File: config.mk
export PLATFORM = sky130hd
export DESIGN_NAME = melody_sequencer
export DESIGN_NICKNAME = d
export VERILOG_FILES = /design/src/rtl/melody_sequencer.sv
export SDC_FILE = /design/constraint.sdc
export NUM_CORES = 1
export LEC_CHECK = 0
export ABC_AREA = 1
export CAP_MARGIN = 20
export CORE_AREA = 2 2 81 83
export CTS_CLUSTER_SIZE = 10
export DETAILED_ROUTE_END_ITERATION = 8
export DIE_AREA = 0 0 83 85
export PLACE_DENSITY = 0.87
export SETUP_SLACK_MARGIN = 0.15
export SLEW_MARGIN = 20
export SYNTH_ARGS = -nofsm -noshare
export SYNTH_HDL_FRONTEND = slang
export SYNTH_SLANG_ARGS = --single-unit
export TNS_END_PERCENT = 1
File: constraint.sdc
create_clock -name clock -period 2.8 [get_ports clock]
set_clock_uncertainty 0.2 [all_clocks]
set_input_delay 0.7 -clock clock [delete_from_list [all_inputs] [get_ports clock]]
set_output_delay 0.7 -clock clock [all_outputs]
set_load 0.02 [all_outputs]
File: src/rtl/melody_sequencer.sv
// melody_sequencer
// Walks an eight-step melody table and drives a square-wave tone generator.
// Each step sounds for its duration minus a short articulation gap, then
// stays silent for the gap. The sequence can stop, finish or loop.
// All outputs are registered. The state machine is one always_ff block.
//
// gap_cycles must be at least 1 and less than beat_cycles. The NOTE phase
// of a one-beat step is then always at least one cycle long.

module melody_sequencer #(
  parameter int clock_frequency = 12000000,
  parameter int beat_cycles     = clock_frequency / 8,
  parameter int gap_cycles      = clock_frequency / 100
) (
  input  logic        clock,
  input  logic        reset,
  input  logic        start,
  input  logic        stop,
  input  logic        loop,
  output logic        tone_enable,
  output logic [15:0] half_period,
  output logic [2:0]  step,
  output logic        busy,
  output logic        done
);

  // The step counter must hold a full seven-beat step without wrapping.
  localparam int count_width = $clog2(7 * beat_cycles + 1);

  localparam logic [count_width-1:0] count_one  = count_width'(1);
  localparam logic [count_width-1:0] beat_count = count_width'(beat_cycles);
  localparam logic [count_width-1:0] gap_count  = count_width'(gap_cycles);

  // Note codes used in the melody table.
  localparam logic [2:0] note_rest = 3'd0;
  localparam logic [2:0] note_c4   = 3'd1;
  localparam logic [2:0] note_d4   = 3'd2;
  localparam logic [2:0] note_e4   = 3'd3;
  localparam logic [2:0] note_f4   = 3'd4;
  localparam logic [2:0] note_g4   = 3'd5;
  localparam logic [2:0] note_a4   = 3'd6;
  localparam logic [2:0] note_b4   = 3'd7;

  // Each half-period is clock_frequency*100 / (2 * pitch_in_centihertz),
  // truncated. The arithmetic is done in 64 bits so that it cannot
  // overflow at any realistic clock frequency.
  localparam longint unsigned clock_x100 = 64'(clock_frequency) * 64'd100;

  localparam logic [15:0] half_period_c4 = 16'(clock_x100 / 64'd52326);  // 261.63 Hz
  localparam logic [15:0] half_period_d4 = 16'(clock_x100 / 64'd58732);  // 293.66 Hz
  localparam logic [15:0] half_period_e4 = 16'(clock_x100 / 64'd65926);  // 329.63 Hz
  localparam logic [15:0] half_period_f4 = 16'(clock_x100 / 64'd69846);  // 349.23 Hz
  localparam logic [15:0] half_period_g4 = 16'(clock_x100 / 64'd78400);  // 392.00 Hz
  localparam logic [15:0] half_period_a4 = 16'(clock_x100 / 64'd88000);  // 440.00 Hz
  localparam logic [15:0] half_period_b4 = 16'(clock_x100 / 64'd98776);  // 493.88 Hz

  typedef enum logic [1:0] {
    state_idle,
    state_note,
    state_gap
  } state_t;

  // Melody table: {note code, duration in beats}.
  function automatic logic [5:0] melody_entry(input logic [2:0] index);
    logic [5:0] entry;
    case (index)
      3'd0:    entry = {note_c4,   3'd2};
      3'd1:    entry = {note_e4,   3'd2};
      3'd2:    entry = {note_g4,   3'd2};
      3'd3:    entry = {note_rest, 3'd2};
      3'd4:    entry = {note_g4,   3'd1};
      3'd5:    entry = {note_e4,   3'd1};
      3'd6:    entry = {note_c4,   3'd4};
      default: entry = {note_rest, 3'd2};
    endcase
    return entry;
  endfunction

  // Maps a note code to its half-period. Rests return 0, but the caller
  // never loads a rest into half_period.
  function automatic logic [15:0] note_half_period(input logic [2:0] code);
    logic [15:0] value;
    case (code)
      note_c4: value = half_period_c4;
      note_d4: value = half_period_d4;
      note_e4: value = half_period_e4;
      note_f4: value = half_period_f4;
      note_g4: value = half_period_g4;
      note_a4: value = half_period_a4;
      note_b4: value = half_period_b4;
      default: value = 16'd0;
    endcase
    return value;
  endfunction

  // Returns the step length in cycles. A duration of 0 counts as one beat.
  function automatic logic [count_width-1:0] step_cycles(input logic [2:0] duration);
    logic [2:0] beats;
    beats = (duration == 3'd0) ? 3'd1 : duration;
    return count_width'(beats) * beat_count;
  endfunction

  state_t                 state_reg;
  logic [count_width-1:0] count_reg;

  logic [2:0]             step_next;
  logic [5:0]             entry_current;
  logic [5:0]             entry_next;
  logic [5:0]             entry_first;
  logic [count_width-1:0] step_length;
  logic [count_width-1:0] note_length;
  logic                   note_last;
  logic                   gap_last;
  logic                   next_pitched;
  logic                   first_pitched;

  // Decode the table for the current step, the following step and step 0.
  // The following step and step 0 are needed because tone_enable and
  // half_period are loaded at the same edge that enters the new step.
  always_comb begin
    step_next     = step + 3'd1;
    entry_current = melody_entry(step);
    entry_next    = melody_entry(step_next);
    entry_first   = melody_entry(3'd0);
    step_length   = step_cycles(entry_current[2:0]);
    note_length   = step_length - gap_count;
    note_last     = (count_reg == note_length - count_one);
    gap_last      = (count_reg == step_length - count_one);
    next_pitched  = (entry_next[5:3] != note_rest);
    first_pitched = (entry_first[5:3] != note_rest);
  end

  // Sequencer state machine. The count runs from 0 to step_length-1
  // across the NOTE and GAP phases of each step. All outputs are
  // registered here.
  always_ff @(posedge clock) begin
    if (reset) begin
      state_reg   <= state_idle;
      count_reg   <= '0;
      tone_enable <= 1'b0;
      half_period <= 16'd0;
      step        <= 3'd0;
      busy        <= 1'b0;
      done        <= 1'b0;
    end else if (stop) begin
      // An abort silences the output at once. half_period keeps its last
      // value, and no done pulse is produced.
      state_reg   <= state_idle;
      count_reg   <= '0;
      tone_enable <= 1'b0;
      step        <= 3'd0;
      busy        <= 1'b0;
      done        <= 1'b0;
    end else begin
      done <= 1'b0;
      case (state_reg)
        state_idle: begin
          if (start) begin
            state_reg   <= state_note;
            count_reg   <= '0;
            step        <= 3'd0;
            busy        <= 1'b1;
            tone_enable <= first_pitched;
            if (first_pitched) begin
              half_period <= note_half_period(entry_first[5:3]);
            end
          end
        end

        state_note: begin
          count_reg <= count_reg + count_one;
          if (note_last) begin
            state_reg   <= state_gap;
            tone_enable <= 1'b0;
          end
        end

        state_gap: begin
          if (!gap_last) begin
            count_reg <= count_reg + count_one;
          end else begin
            count_reg <= '0;
            // step_next wraps from 7 to 0, so looping needs no special case.
            if (step != 3'd7 || loop) begin
              state_reg   <= state_note;
              step        <= step_next;
              tone_enable <= next_pitched;
              if (next_pitched) begin
                half_period <= note_half_period(entry_next[5:3]);
              end
            end else begin
              state_reg <= state_idle;
              step      <= 3'd0;
              busy      <= 1'b0;
              done      <= 1'b1;
            end
          end
        end

        default: begin
          state_reg   <= state_idle;
          count_reg   <= '0;
          tone_enable <= 1'b0;
          busy        <= 1'b0;
        end
      endcase
    end
  end

endmodule

==> reports/metrics.yaml <==
status:
  status: "complete, but fails checks"
  failed_checks: "setup timing"
floorplanning:
  core_um2: 6200
  dieArea_um2: 7060
  fp.dieH_um: 85
  io_pins: 27
  die_w_um: 83
  start_util: 0.514
  std_cell_rows: 29
worst_setup_path:
  worstPathArrival_ps: 2890
  r2r-start: "step[1]"
  reg2reg_depth: 20
  cp_cell_sequence: "inv_6 > ha_4 > nand2_4 > nand2_8 > buf_6 > ha_4 > inv_1 > nand2_1 > nand2_1 > nor2_1 > nand2_1 > nor2_2 > nand3_1 > nor2_2 > nand2_4 > nand2_8 > nand3_4 > nand2_2 > o21ai_2 > nor2_2"
  startpoint_type: "flop"
  critPathRequiredTime_ps: 2840
  crit_family: "simple AND/OR/NAND/NOR gates"
  critical-path-max-stage-delay_ps: 380
  end_kind: "flop"
  reg2reg_to: "step[1]"
  rrSetupSlack_ps: -50
  crit_type: "flop to flop"
  cp_max_fo: 6
  crit_buf_inv: 3
  slowest_stage: "dfxtp_4"
sta:
  fmax_ghz: 0.351
  maxSlewHeadroom: 0.532
  worst_slack_ps: -52.0
  final_hold_viol_count: 0
  worst_hold_slack_ps: 263
  max_slew.worst_pin.slew_ps: 702
  min_period_ps: 2850
  finalMaxSlewViolations: 0
  rsz0062_at_grt: "true"
  min_period_over_period: 1.02
  setup_viol: 13
flow_run:
  cap_violations: 0
cells_and_area:
  final_nets: 561
  syn2layout_area_growth_pct: 28.4
  final_area_um2: 4100
  final_common_cell: "nand2_1"
  antenna_cells: 0
  fillers: 477
  largest_reg_flops: 24
  drive_above_1_share: 0.181
  final_cell_mix: "nand2_1 (122), inv_1 (52), a21oi_1 (40)"
  stdcell_count: 613
grt:
  grt_pass1_wl_um: 14900
  grt_max_degree: 26
  antenna_found_initial: 0
  grt.overflow.total: 0
  grt_pass1_vias: 3126
  grt.total_usage: 0.260
yosys:
  syn-num-nets: 520
  yosys_warnings: 0
  syn-instance-count: 494
  synth_seq_cells: 42
  ys_seq_area_frac: 0.264
  syn-mean-instance-area_um2: 6.46
  synth_area_um2: 3190
  synth_cell_types: 31
routing:
  wl_um: 10300
  dr_total_vias: 3582
  dr_wl_met2_um: 4860
  dr.first_iter.drc_count: 380
  firstDrtPassIters: 6
  postRouteAntennaNets: 0
  dr_wl_met3_um: 941
  wl_met1_um: 4020
  routed_via_density: 5.84
  drc: 0
  wire_per_inst_um: 16.8
  highest_layer: "met4"
place:
  place_ws_ps: -88.1
  place_area_um2: 3540
  gp_congestion: 0.957
  dp_hpwl_um: 6480
  io_buffers: 25
  dp.cells: 590
worst_hold_path:
  hp-start: "busy"
  min_to: "busy"
  hold_path_class: "flop to flop"
  min_path_cells: 2
cts:
  cts_tree: "built"
  clk_latency_ps: 300
  ctsRootBufferMaster: "clkbuf_8"
  cts_buffers: 5
  clk_pin_slew_ps: 80
  cts_max_level: 2
  clockBufferDepth: 2
  cts_num_sinks: 42
  holdBufCountCts: 0
pwr:
  leakage_nw: 1.57
  total_power_w: 0.00143
  p_per_area_nw_per_um2: 348
  ir_worst_vdd_mv: 0.266
tightest hold or removal path, stage by stage (launching register included):
cell and delay (ps):
dfxtp_1 320, inv_1 50, a21oi_1 50
cells in the mapped netlist, drive strengths merged:
cell type	instances	area, um^2
a21oi	46	230
buf	14	109
clkbuf	8	31.3
clkinv	1	3.75
conb	1	3.75
dfxtp	42	841
ha	21	263
inv	59	221
nand2	138	546
nand3	34	180
nand3b	16	120
nand4	16	100
nor2	44	175
nor3	13	70.1
nor4	3	18.8
o21ai	13	65.1
o21bai	4	30.0
or2	1	6.26
xnor2	3	26.3
xor2	17	149
report_power, final:
group	internal, W	total, W	switching (W)
Clock	0.000172	0.000385	0.000214
Sequential	0.000614	0.000632	0.0000176
Combinational	0.000161	0.000408	0.000248
Total	0.000947	0.00143	0.000479
area by class of cell:
| cell class | instances | area (um^2) | share of cell area |
|---|---|---|---|
| Multi-Input combinational cell | 373 | 2320 | 0.567 |
| Timing Repair Buffer | 53 | 488 | 0.119 |
| Tap cell | 77 | 96.3 | 0.0235 |
| Clock inverter | 2 | 8.76 | 0.00214 |
| Inverter | 60 | 258 | 0.0629 |
| Sequential cell | 42 | 850 | 0.207 |
| Clock buffer | 6 | 72.6 | 0.0177 |
logic make-up (layout without fill, tap and decap cells):
| group | count (synthesis) | after routing | synth area share |
|---|---|---|---|
| AO/OA/AOI/OAI | 63 | 63 | 0.102 |
| XOR/XNOR | 20 | 20 | 0.0549 |
| adder cells (fa/ha/maj) | 21 | 21 | 0.0824 |
| AND/OR/NAND/NOR | 265 | 268 | 0.381 |
| other | 1 | 1 | 0.00118 |
| buffers and inverters | 82 | 121 | 0.115 |
| flip-flops | 42 | 42 | 0.264 |
worst max-delay path by stage:
| stage | end | cells past startpoint | startpoint | slack, ps |
|---|---|---|---|---|
| finish | step[1] | 20 | step[1] | -50 |
| global route | step[1] | 20 | step[1] | -210 |
| CTS | half_period[10] | 19 | step[0] | 140 |
| detailed placement | busy | 16 | step[0] | -90 |
| global placement | busy | 16 | step[0] | -10 |
| floorplan | count_reg[23] | 17 | step[1] | 160 |
layer usage:
layer / global-route usage / vias to the layer above
li1: - / 1671
met1: 0.333 / 1625
met2: 0.433 / 231
met3: 0.0467 / 55
met4: 0.113 / 0
met5: 0 / -
per-stage QoR:
step | util | TNS [ps]
4_1_cts | 0.611 | 0
5_1_grt | 0.660 | -4740
2_1_floorplan | - | 0
3_3_place_gp | 0.571 | -11.3
3_5_place_dp | 0.571 | -1240
6_report | 0.660 | -220
timing repair:
item / CTS / global route
setup endpoints to repair: 42 / 42
resized for setup: 21 / 55
gates cloned: 1 / 2
pin swaps: 6 / 44
buffers inserted: 6 / 6
No activity file was read; power rests on OpenSTA's default activity.
